File: src/rtl/ariane_pkg.sv
// Shared frontend/decode types used by the fetch entry queue.
package ariane_pkg;

  typedef enum logic {RUN, HALT} fq_state_e;

  localparam int FQ_DEFAULT_DEPTH = 4;

  typedef struct packed {
    logic [7:0] cause;
    logic       valid;
  } exception_t;

  typedef struct packed {
    logic [31:0] address;
    logic [31:0] instruction;
    exception_t  ex;
  } fetch_entry_t;

endpackage

File: src/rtl/fetch_entry_queue.sv
// Elastic in-order buffer between the frontend and the decode stage.
// Optional build macro FETCH_QUEUE_BYPASS_EN: when the queue is empty and
// running, the incoming entry is forwarded to decode in the same cycle.
//
// state | meaning
// RUN   | accepting entries while space is available
// HALT  | an excepting entry was stored; refuse new entries, keep draining until flush
module fetch_entry_queue
  import ariane_pkg::*;
#(
  parameter int DEPTH       = FQ_DEFAULT_DEPTH,
  parameter int ALMOST_FULL = DEPTH - 1
) (
  input  logic                         clk_i,
  input  logic                         rst_i,
  input  logic                         flush_i,
  input  fetch_entry_t                 fetch_entry_i,
  input  logic                         fetch_valid_i,
  output logic                         fetch_ready_o,
  output fetch_entry_t                 fetch_entry_o,
  output logic                         fetch_valid_o,
  input  logic                         fetch_ready_i,
  output logic [$clog2(DEPTH+1)-1:0]   usage_o,
  output logic                         almost_full_o
);

  localparam int PTR_W = $clog2(DEPTH);
  localparam int CNT_W = $clog2(DEPTH + 1);
  localparam logic [CNT_W-1:0] FULL_CNT = CNT_W'(DEPTH);
  localparam logic [CNT_W-1:0] AF_CNT   = CNT_W'(ALMOST_FULL);

  fetch_entry_t         mem_q [DEPTH];
  logic [PTR_W-1:0]     rd_ptr_q, wr_ptr_q;
  logic [CNT_W-1:0]     count_q;
  fq_state_e            state_q, state_d;

  logic bypass;
  logic push, pop;
  logic bypass_take;
  logic wr_en, rd_en;

  // Bypass is only possible on an empty, running queue outside a flush.
`ifdef FETCH_QUEUE_BYPASS_EN
  assign bypass = (count_q == '0) && (state_q == RUN) && !flush_i;
`else
  assign bypass = 1'b0;
`endif

  // Handshake outputs and the entry presented to decode.
  always_comb begin
    fetch_ready_o = (state_q == RUN) && (count_q != FULL_CNT) && !flush_i;
    fetch_valid_o = (count_q != '0) && !flush_i;
    fetch_entry_o = mem_q[rd_ptr_q];
    if (bypass) begin
      fetch_valid_o = fetch_valid_i;
      fetch_entry_o = fetch_entry_i;
    end
  end

  assign push        = fetch_valid_i && fetch_ready_o;
  assign pop         = fetch_valid_o && fetch_ready_i;
  // A bypassed beat that decode takes immediately never touches storage.
  assign bypass_take = bypass && pop;
  assign wr_en       = push && !bypass_take;
  assign rd_en       = pop && !bypass_take;

  assign usage_o       = count_q;
  assign almost_full_o = (count_q >= AF_CNT);

  // Next-state logic: halt on an accepted excepting entry, resume only on flush.
  always_comb begin
    state_d = state_q;
    case (state_q)
      RUN:     if (push && fetch_entry_i.ex.valid) state_d = HALT;
      HALT:    state_d = HALT;
      default: state_d = RUN;
    endcase
    if (flush_i) state_d = RUN;
  end

  // State register.
  always_ff @(posedge clk_i) begin
    if (rst_i) state_q <= RUN;
    else       state_q <= state_d;
  end

  // Storage, pointers and occupancy; flush drops everything without a transfer.
  always_ff @(posedge clk_i) begin
    if (rst_i) begin
      rd_ptr_q <= '0;
      wr_ptr_q <= '0;
      count_q  <= '0;
      for (int i = 0; i < DEPTH; i++) mem_q[i] <= '0;
    end else if (flush_i) begin
      rd_ptr_q <= '0;
      wr_ptr_q <= '0;
      count_q  <= '0;
    end else begin
      if (wr_en) begin
        mem_q[wr_ptr_q] <= fetch_entry_i;
        wr_ptr_q        <= wr_ptr_q + PTR_W'(1);
      end
      if (rd_en) rd_ptr_q <= rd_ptr_q + PTR_W'(1);
      case ({wr_en, rd_en})
        2'b10:   count_q <= count_q + CNT_W'(1);
        2'b01:   count_q <= count_q - CNT_W'(1);
        default: count_q <= count_q;
      endcase
    end
  end

endmodule

File: config.mk
export PLATFORM = sky130hd
export DESIGN_NAME = fetch_entry_queue
export DESIGN_NICKNAME = d
export VERILOG_FILES = /design/src/rtl/ariane_pkg.sv /design/src/rtl/fetch_entry_queue.sv
export SDC_FILE = /design/constraint.sdc
export NUM_CORES = 1
export LEC_CHECK = 0
export ABC_AREA = 1
export CAP_MARGIN = 20
export CELL_PAD_IN_SITES_DETAIL_PLACEMENT = 1
export CELL_PAD_IN_SITES_GLOBAL_PLACEMENT = 2
export CORE_AREA = 2 2 202 204
export DETAILED_ROUTE_END_ITERATION = 12
export DIE_AREA = 0 0 204 206
export GPL_TIMING_DRIVEN = 0
export HOLD_SLACK_MARGIN = 0.05
export PLACE_DENSITY = 0.86
export SLEW_MARGIN = 40
export SYNTH_ARGS = -nofsm -noshare
export SYNTH_HDL_FRONTEND = slang
export SYNTH_SLANG_ARGS = --single-unit
File: constraint.sdc
create_clock -name clk_i -period 8.1 [get_ports clk_i]
set_clock_uncertainty 0.05 [all_clocks]
set_input_delay 2.025 -clock clk_i [delete_from_list [all_inputs] [get_ports clk_i]]
set_output_delay 2.025 -clock clk_i [all_outputs]
set_load 0.005 [all_outputs]
Word-level counts from Yosys, hierarchy flattened
Memory sizes are Yosys's and may differ from the RTL's. A register that Yosys moved wholly into a read port is not among the register bits. Index checks and enable logic that the tools add are counted.

Bitwise operators: 1. Multiplexer cells: 14. Magnitude comparators: 1. $add $sub $neg: 4. Eq/ne operators: 3. Reduce and logical (&&, ||, !) cells: 11.

Operators by type and width (count): 73-bit 2-to-1 mux (1); 73-bit OR reduction (1); 1-bit 2-to-1 mux (8); 1-bit logical AND (6); 2-bit 2-to-1 mux (3); 3-bit case mux with 2 select lines (1); 2-bit by 1-bit adder with 2-bit output, second input constant (2); 3-bit by 1-bit adder with 3-bit output, second input constant (1); 3-bit by 2-bit >= comparator with 1-bit output, second input constant (1); 3-bit != test, second input constant (1); 3-bit nonzero test (1); 3-bit by 1-bit subtractor with 3-bit output, second input constant (1); 2-bit by 1-bit equality test with 1-bit output, second input constant (1); 2-bit equality test, second input constant (1); 1-bit case mux with 2 select lines (1); 2-bit nonzero test (1); 2-bit OR reduction (1); 1-bit zero test (1); 1-bit inverter (1).

Memories kept: 1. Output and inout port bits: 79. Word-level logic and storage cells: 39. Bits in registers: 8. RAM bits: 292.

Memories: mem_q (words 4, bits a word 73, read ports 1, clocked after memory_dff 1, write ports 4, line fetch_entry_queue.sv:32) `fetch_entry_t mem_q [DEPTH];`.

Logic depth before layout (Yosys ltp)
Gate-level depths: netlist (run 1).

Word-level depth: 10. Gate-level depth with buffers: 12.

Worst setup path before layout (run 1)
OpenSTA, ideal clock, no wires.

Path kind: in2reg. Start: input flush_i. End: memory mem_q[2][0] in the netlist's numbering, enable pin. Setup slack: -11 ps. Arrival: 7456 ps. Cell stages on the path: 3. Data required time: 7445 ps. Library setup time: 605 ps. Path buffers: 0. Path through: nor2_4 > nand3_1 > o21ai_0.

RTL lines: from (decl) (line fetch_entry_queue.sv:16) `input logic flush_i,`; to (decl) (line fetch_entry_queue.sv:32).

Worst setup path after layout (run 1)
Start: input flush_i. End: output fetch_valid_o.

Cells in the longest elaborated chain, start to end: 2.

Ends and longest elaborated chain: 1-bit zero test (line fetch_entry_queue.sv:52) `fetch_valid_o = (count_q != '0) && !flush_i;`; 1-bit logical AND (line fetch_entry_queue.sv:52); to (decl) (line fetch_entry_queue.sv:21) `output logic fetch_valid_o,`.

Every way passes these cells.

==> impl_metrics.py, run 1 <==
metrics = {
    "cts": {
        "clk-insertion-delay-late_ps": 560,
        "clkTransAtPathRegs_ps": 60,
        "cts_max_path_buffers": 3,
        "cts_tree": "done",
        "cts_made_buffers": 31,
        "root_buffer": "clkbuf_16",
        "ctsHoldBuffers": 0,
        "clock-sinks": 302,
        "postCtsSetupRepairBufs": 0,
        "ctsResizeCount": 0,
        "cts-htree-levels": 1,
    },
    "place": {
        "place_area_um2": 15900,
        "routabilityCongestion": 0.732,
        "placedCellCount": 1889,
        "place_hpwl_um": 25400,
        "io_buffers": 156,
    },
    "critical_path": {
        "crit_required_ps": 6030,
        "worstPathMaxFanout": 5,
        "critPathLaunchType": "input port",
        "critical_path_class": "input port to output pin",
        "cp_data_arrival_time_ps": 3250,
        "startpoint": "flush_i",
        "end_kind": "output pin",
        "timing.rr.start": "usage_o[0]",
    },
    "layout": {
        "mostFrequentLayoutCell": "nor2_1",
        "layout_common_cells": "nor2_1, edfxtp_1, clkdlybuf4s50_1, o21ai_0, inv_1",
        "nets": 1470,
        "fill_cells": 4399,
        "area_growth_pct": 26.4,
        "diodes": 0,
        "final_cell_area_um2": 17000,
        "layout.cells.non_filler": 1945,
        "drive_gt1_share_pct": 13.2,
    },
    "logic_synthesis": {
        "synth_nets": 1269,
        "synth_warnings": 0,
        "synth_cell_types": 23,
        "netlist_area_um2": 13400,
        "ys_ff_latch": 302,
        "yosysSeqAreaShare_pct": 66.9,
        "synth_area_per_cell_um2": 11.3,
        "syn_inst": 1189,
    },
    "power_and_ir_drop": {
        "p_clk_share_pct": 41.8,
        "swShare_pct": 21.8,
        "sequentialPowerShare_pct": 50.5,
        "p_sw_mw": 0.780,
        "leakage_nw": 6.88,
        "peakVddDrop_uv": 153,
        "combPwrFrac_pct": 7.7,
        "powerDensity_nw_per_um2": 211,
        "p_int_mw": 2.79,
    },
    "floorplan": {
        "ios": 157,
        "initial_core_util_pct": 33.4,
        "fp.dieW_um": 204,
        "placementRows": 74,
        "core_um2": 40200,
        "die_h_um": 206,
        "dieArea_um2": 42000,
    },
    "min_path": {
        "hp-start": "usage_o[2]",
        "min_path_type": "flip-flop to flip-flop",
    },
    "drt": {
        "drtIter0Drc": 608,
        "routedWlPerCell_um": 20.0,
        "dr.pass1.iters": 5,
        "viasPerCell": 4.89,
        "drt_wl_total_um": 39000,
        "vias": 9510,
        "ant_nets": 0,
        "drc_errors": 0,
    },
    "sta": {
        "finalCritPeriodShare_pct": 65.7,
        "setup_viol": 0,
        "period_minus_slack_ps": 5320,
        "slew_viol_final": 0,
        "relSlewSlack_pct": 50.4,
        "hold_viol": 0,
        "worst_pin_slew_ps": 745,
        "rsz0062_at_grt": "false",
        "timing.fmax_ghz": 0.188,
    },
    "global_routing": {
        "gr-usage-all-layers_pct": 18.5,
        "grt_overflow": 0,
        "grt_start_max_net_pins": 35,
        "grt_pass1_vias": 10411,
        "grt_pass1_wl_um": 59300,
        "antenna_found_initial": 0,
    },
    "run": {
        "cap_violations": 0,
    },
    "outcome": {
        "status": "finished, final reports clean",
    },
}
power groups by stage:
stage               registers [mW]  logic [mW]  clock network, mW
floorplan                     1.84       0.109                  0
global placement              1.84       0.260                  0
detailed placement            1.84       0.281                  0
CTS                           1.80       0.283               1.51
global route                  1.81       0.299               1.57
finish                        1.80       0.277               1.49
flip-flops by register name, summed over array words and instances (netlist names), named ones only:
register / count
state_q: 1
rd_ptr_q: 2
usage_o: 3
mem_q: 292
wr_ptr_q: 2
per-stage QoR:
step           power (mW)  worst slack (ps)  TNS, ps  util (%)  hold WS (ps)
6_report             3.57              2780        0      42.2           459
3_3_place_gp         2.10             -1370   -99250      38.9           444
5_1_grt              3.68              2720        0      42.2           487
2_1_floorplan        1.94              1960        0         -           422
4_1_cts              3.60              2770        0      42.2           465
3_5_place_dp         2.12              2770        0      39.6           456
critical path, stage by stage:
cell and delay [ps]:
clkdlybuf4s50_1 530, a21oi_1 170, clkdlybuf4s50_1 520
final timing paths:
path                                 endpoint  slack (ps)  depth (start not counted)
worst max-delay path            fetch_valid_o        2780                          3
worst min-delay path               usage_o[2]         460                          2
worst max register to register   mem_q[1][16]        5710                          9
worst min register to register     usage_o[2]         460                          2
final cells by class:
type,instances,area [um^2],share of cell area (%)
inverters,96,360,2.13
flip-flops and latches,302,8970,52.9
repair buffers,168,1790,10.6
clock buffers,34,787,4.64
multi-input cells,714,3710,21.9
well taps,532,666,3.93
plain buffers,77,413,2.44
clock inverters,22,262,1.54
routing by layer:
metal  routed length (um)  up-vias  global-route usage (%)  share of wire (%)
met5                    0        -                       0                  0
met4                  782        0                    4.99                2.0
met3                 1460       48                    2.05                3.8
met2                20400      184                    34.6                 52
met1                16300     4823                    22.7                 42
li1                     -     4455                       -                  -
Yosys cell counts:
cell type	count	share of area [%]
clkbuf_1	62	1.7
dfxtp_1	10	1.5
edfxtp_1	292	65
o21ai_0	149	5.6
nor3_1	3	0.11
nand2_4	57	4.8
o22ai_1	73	3.4
nand4_1	4	0.19
nand3_1	3	0.11
buf_2	8	0.30
a21oi_1	6	0.22
clkinv_1	1	0.028
nand2_1	36	1.0
nand2_2	3	0.14
inv_2	3	0.084
nor2_2	45	2.1
nand4_4	1	0.16
inv_1	92	2.6
fa_1	1	0.15
buf_12	7	1.0
ha_1	1	0.093
nor2_1	331	9.3
nor2_4	1	0.084
kinds of logic after synthesis:
family,synth area share [%]
adders and majority gates,0.243
and+or+nand+nor,17.9
DFF,66.9
buffers and inverters,5.76
AOI/OAI and AO/OA,9.19
No activity file was read; power rests on OpenSTA's default activity.
==> run 2, diff against run 1 <==
==> constraint.sdc (replaced) <==
create_clock -name clk_i -period 4.55 [get_ports clk_i]
set_clock_uncertainty 0.05 [all_clocks]
set_input_delay 1.1375 -clock clk_i [delete_from_list [all_inputs] [get_ports clk_i]]
set_output_delay 1.1375 -clock clk_i [all_outputs]
set_load 0.005 [all_outputs]
==> run 2 against run 1 <==
Effect of this change: sequential cell count unchanged; non-clock buffer count down 1; first-iteration DRC count down 1.8%; total power up 80%; final area up 0.28%; critical path depth up 3; highest routed layer unchanged; sequential share of layout area down 0.15 points; count of clock-buffer cells in the layout up 8; global-route usage down 0.39 points; final cell count up 0.10%; via count down 0.52%; worst hold slack worse by 8.2 ps.
==> impl_metrics.py, run 2 (synthesis results as in run 1) <==
metrics = {
    "sta": {
        "worst_pin_slew_ps": 777,
        "timing.hold.ws_ps": 451,
        "hold_viol": 0,
        "fin_setup_tns_ps": 0,
        "period_minus_slack_ps": 4220,
        "setup_viol": 0,
        "relSlewSlack_pct": 48.2,
        "timing.fmax_ghz": 0.237,
        "rsz0062_at_grt": "false",
        "slew_viol_final": 0,
        "finalCritPeriodShare_pct": 92.6,
    },
    "layout": {
        "final_cell_area_um2": 17000,
        "ff_latch_area_um2": 8970,
        "nets": 1472,
        "layout_common_cells": "nor2_1, edfxtp_1, clkdlybuf4s50_1, o21ai_0, inv_1",
        "fill_cells": 4402,
        "top_register": "mem_q",
        "multi_input_area_um2": 3710,
        "mostFrequentLayoutCell": "nor2_1",
        "diodes": 0,
        "fin_util_pct": 42.3,
        "area_growth_pct": 26.7,
        "drive_gt1_share_pct": 13.3,
        "largest_reg_flops": 292,
    },
    "power_and_ir_drop": {
        "p_clk_share_pct": 42.5,
        "leakage_nw": 6.91,
        "sequentialPowerShare_pct": 49.9,
        "swShare_pct": 21.8,
        "powerDensity_nw_per_um2": 379,
        "combPwrFrac_pct": 7.6,
        "peakVddDrop_uv": 213,
        "p_int_mw": 5.04,
        "p_sw_mw": 1.40,
    },
    "drt": {
        "dr.pass1.iters": 5,
        "drtIter0Drc": 597,
        "routedWlPerCell_um": 19.6,
        "vias": 9461,
        "drc_errors": 0,
        "viasPerCell": 4.86,
        "ant_nets": 0,
        "drt_wl_total_um": 38200,
    },
    "floorplan": {
        "die_h_um": 206,
        "fp.dieW_um": 204,
        "ios": 157,
        "placementRows": 74,
        "core_um2": 40200,
        "initial_core_util_pct": 33.4,
        "dieArea_um2": 42000,
    },
    "global_routing": {
        "grt_overflow": 0,
        "grt_pass1_wl_um": 57800,
        "grt_pass1_vias": 10157,
        "antenna_found_initial": 0,
        "gr-usage-all-layers_pct": 18.2,
        "grt_start_max_net_pins": 34,
    },
    "cts": {
        "clkTransAtPathRegs_ps": 60,
        "ctsResizeCount": 0,
        "clock-sinks": 302,
        "root_buffer": "clkbuf_16",
        "cts_tree": "done",
        "cts-htree-levels": 2,
        "clk-insertion-delay-late_ps": 500,
        "ctsHoldBuffers": 0,
        "cts_made_buffers": 34,
        "postCtsSetupRepairBufs": 0,
        "cts_max_path_buffers": 3,
    },
    "outcome": {
        "status": "finished, final reports clean",
    },
    "critical_path": {
        "critPathLaunchType": "flip-flop",
        "end_kind": "output pin",
        "crit_required_ps": 3360,
        "worstPathMaxFanout": 10,
        "cp_data_arrival_time_ps": 3030,
        "rr_endpoint": "mem_q[0][32]",
        "critical_path_class": "flip-flop to output pin",
        "cp-endpoint": "fetch_entry_o[49]",
        "rr_worst_depth": 9,
        "r2r_setup_slack_ps": 2240,
        "timing.rr.start": "usage_o[1]",
    },
    "place": {
        "place_hpwl_um": 25100,
        "io_buffers": 156,
        "place_area_um2": 15900,
        "routabilityCongestion": 0.722,
    },
    "run": {
        "cap_violations": 0,
    },
    "min_path": {
        "min_path_type": "flip-flop to flip-flop",
    },
}
## run 2: cell type report
class | count | share of cell area (%)
multi-input cells | 714 | 21.8
repair buffers | 167 | 10.5
plain buffers | 77 | 2.43
well taps | 532 | 3.92
clock buffers | 42 | 5.56
flip-flops and latches | 302 | 52.8
clock inverters | 17 | 0.949
inverters | 96 | 2.12
## run 2: layer usage
metal | wire (um) | global-route usage (%) | part of all wire [%]
met5 | 0 | 0 | 0
met2 | 19700 | 33.1 | 52
met3 | 1560 | 2.55 | 4.1
met1 | 16200 | 22.4 | 42
met4 | 759 | 5.07 | 2.0
## run 2: stage by stage
stage	std cells	worst slack [ps]	total power [mW]
finish	1947	335	6.44
global route	1947	83.7	6.65
CTS	1947	194	6.51
detailed placement	1888	777	3.77
global placement	1877	-1530	3.74
floorplan	1189	621	3.46
## run 2: worst min-delay path by stage
stage	cells past startpoint	slack, ps	from	to
after global placement	2	440	usage_o[2]	usage_o[2]
after detailed placement	2	450	usage_o[2]	usage_o[2]
after CTS	2	450	usage_o[2]	usage_o[2]
after global routing	2	500	usage_o[2]	usage_o[2]
final	2	450	usage_o[2]	usage_o[2]
after floorplan	2	420	rd_ptr_q[1]	flip-flop
## run 2: power by group through the flow
stage	sequential, mW	combinational [mW]	clock (mW)
final	3.21	0.490	2.74
after global routing	3.22	0.529	2.90
after CTS	3.21	0.501	2.80
after detailed placement	3.27	0.498	0
after global placement	3.28	0.461	0
after floorplan	3.27	0.195	0
## run 2: critical path: stages (launching register included)
cell and delay [ps]:
dfxtp_1 380, buf_2 330, buf_2 350, clkbuf_1 510
nor2_1 120, o22ai_1 260, clkdlybuf4s50_1 570
==> edit: new RTL, flow settings as in run 2 <==
Build with the macro `FETCH_QUEUE_BYPASS_EN` defined.
--- a/src/rtl/fetch_entry_queue.sv
+++ b/src/rtl/fetch_entry_queue.sv
@@ -5,6 +5,8 @@
 // state | meaning
 // RUN   | accepting entries while space is available
 // HALT  | an excepting entry was stored; refuse new entries, keep draining until flush
+`define FETCH_QUEUE_BYPASS_EN
+
 module fetch_entry_queue
   import ariane_pkg::*;
 #(
Function: changed (a bounded check fails within 4 cycles, from zero or initial values).
==> edit against run 2 <==
  * Final area up 5.9%
  * Worst setup slack worse by 0.23 ns
  * Wire length up 16%
  * Global-route usage up 3.2 points
  * Area after synthesis up 7.8%
  * Sequential cell count unchanged
  * Count of clock-buffer cells in the layout unchanged
  * Power up 2.6%
  * Critical path type is now primary input to output pin
  * Critical endpoint is now fetch_entry_o[53]
==> edit: results (changes against run 2) <==
* Clock Path Buffers at 3 (unchanged)
* Hold path start: state_q
* Synth async-reset ratio at 0% (unchanged)
* Initial DRC count at 728 (+22%)
* Fillers at 4531 (+2.9%)
* Actual slew at the worst max-slew pin at 0.8759 ns (+0.09865 ns)
* Drt first pass iters at 5 (unchanged)
* Post-CTS Resized at 12 (+12)
* Share of cells above drive strength 1 at 12.97% (-0.32 points)
* CP arrival at 3.26 ns (+0.23 ns)
* Adder-cell share of the synthesized area at 0.2250% (-0.018 points)
* Switching Share at 23.47% (+1.7 points)
* Total CTS buffers at 34 (unchanged)
* Post-route insts no fill at 2190 (+12%)
* Cell Area, Placed at 0.01691 sq mm (+6.4%)
* Area contributors post-synth: edfxtp_1, nor2_1, o21ai_0
* Nets at 1714 (+16%)
* Reg clk slew, reported paths at 0.06 ns (about the same)
* Synth Net Count at 1512 (+19%)
* IO buf count at 156 (unchanged)
* Reg2reg start: usage_o[0]
* Largest Register: mem_q
* Drt total wl at 44520 um (+16%)
* Via density at 5.188 (+6.8%)
* All-Layer GR Usage at 21.40% (+3.2 points)
* Synth Flop Type: edfxtp_1
* Post-synthesis compound-gate area fraction at 10.56% (+1.4 points)
* Clock Latency Late Sink at 0.52 ns (+0.02 ns)
* Gpl congestion at 0.7811 (+8.1%)
* Status: finished clean
* Sequential area share after synthesis at 62.02% (-4.8 points)
* Synthesis Warnings at 0 (unchanged)
* Yosys cell types at 28 (+22%)
* Max cap viols at 0 (unchanged)
* Vias in the first global route at 11960 (+18%)
* Post-detail-place hpwl at 29900 um (+19%)
* Crit path from: flush_i
* # diodes at 0 (unchanged)
* Maximum VDD drop at 267.7 uV (+26%)
* Setup bufs post-CTS at 0 (unchanged)
* Number of placed cells counting well taps at 2130 (+13%)
* Synth cell count leaders: nor2_1, edfxtp_1, o21ai_0
* Count leader, synth: nor2_1
* Max reg flops at 292 (unchanged)
* LEAKAGE at 6.803 nW (-1.6%)
* HP Class: register to register
* Cells after Synth at 1432 (+20%)
* Critical Path Max Stage Delay at 0.58 ns
* Initial antenna violation count at 0 (unchanged)
* Root cell of the clock tree: clkbuf_16
* Post-Synth XOR/XNOR Area at 0.06057% (+0.061 points)
* Global-route wire length before repair at 68300 um (+18%)
* Largest net degree at the start of global routing at 43 (+26%)
[edit: layout make-up]
type	instances	area [sq um]	share of cell area (%)
Buffer	111	623.1	3.462
Clock buffer	42	902.1	5.012
Clock inverter	18	158.9	0.8829
Inverter	90	342.8	1.905
Multi-Input combinational cell	929	4586	25.48
Sequential cell	302	8969	49.83
Tap cell	532	665.6	3.698
Timing Repair Buffer	166	1752	9.732
[edit: worst paths after layout]
check | end | slack [ns] | cells after the start
max | fetch_entry_o[53] | 0.10 | 8
min | state_q | 0.42 | 2
max reg2reg | mem_q[3][43] | 1.91 | 10
min reg2reg | state_q | 0.42 | 2
[edit: metal layers]
| metal | part of all wire (%) | vias to the layer above | global-route usage (%) | wire (um) |
|---|---|---|---|---|
| met1 | 42 | 5669 | 27.29 | 18810 |
| met2 | 50 | 308 | 37.86 | 22260 |
| met5 | 0 | - | 0 | 0 |
| met3 | 5.1 | 75 | 2.854 | 2255 |
| li1 | - | 5310 | - | - |
| met4 | 2.7 | 0 | 6.522 | 1189 |
[edit: worst max-delay path, delay by kind of cell]
kind / cells / cell delay (ns)
buffers and inverters: 5 / 1.37
AO/OA/AOI/OAI: 1 / 0.43
AND/OR/NAND/NOR: 2 / 0.32
[edit: power groups by stage]
stage | registers, mW | clock network (mW) | logic (mW)
after floorplan | 3.26 | 0 | 0.328
after global placement | 3.27 | 0 | 0.696
after detailed placement | 3.26 | 0 | 0.735
after CTS | 3.20 | 2.71 | 0.744
after global routing | 3.21 | 2.80 | 0.813
final | 3.20 | 2.67 | 0.734
[edit: through the flow]
step | hold slack [ns] | setup WS [ns]
finish | 0.4218 | 0.1047
floorplan | 0.3884 | 0.3544
detailed placement | 0.4108 | -0.5860
global placement | 0.4050 | -1.657
CTS | 0.4201 | 0.03703
global route | 0.4473 | 0.01777
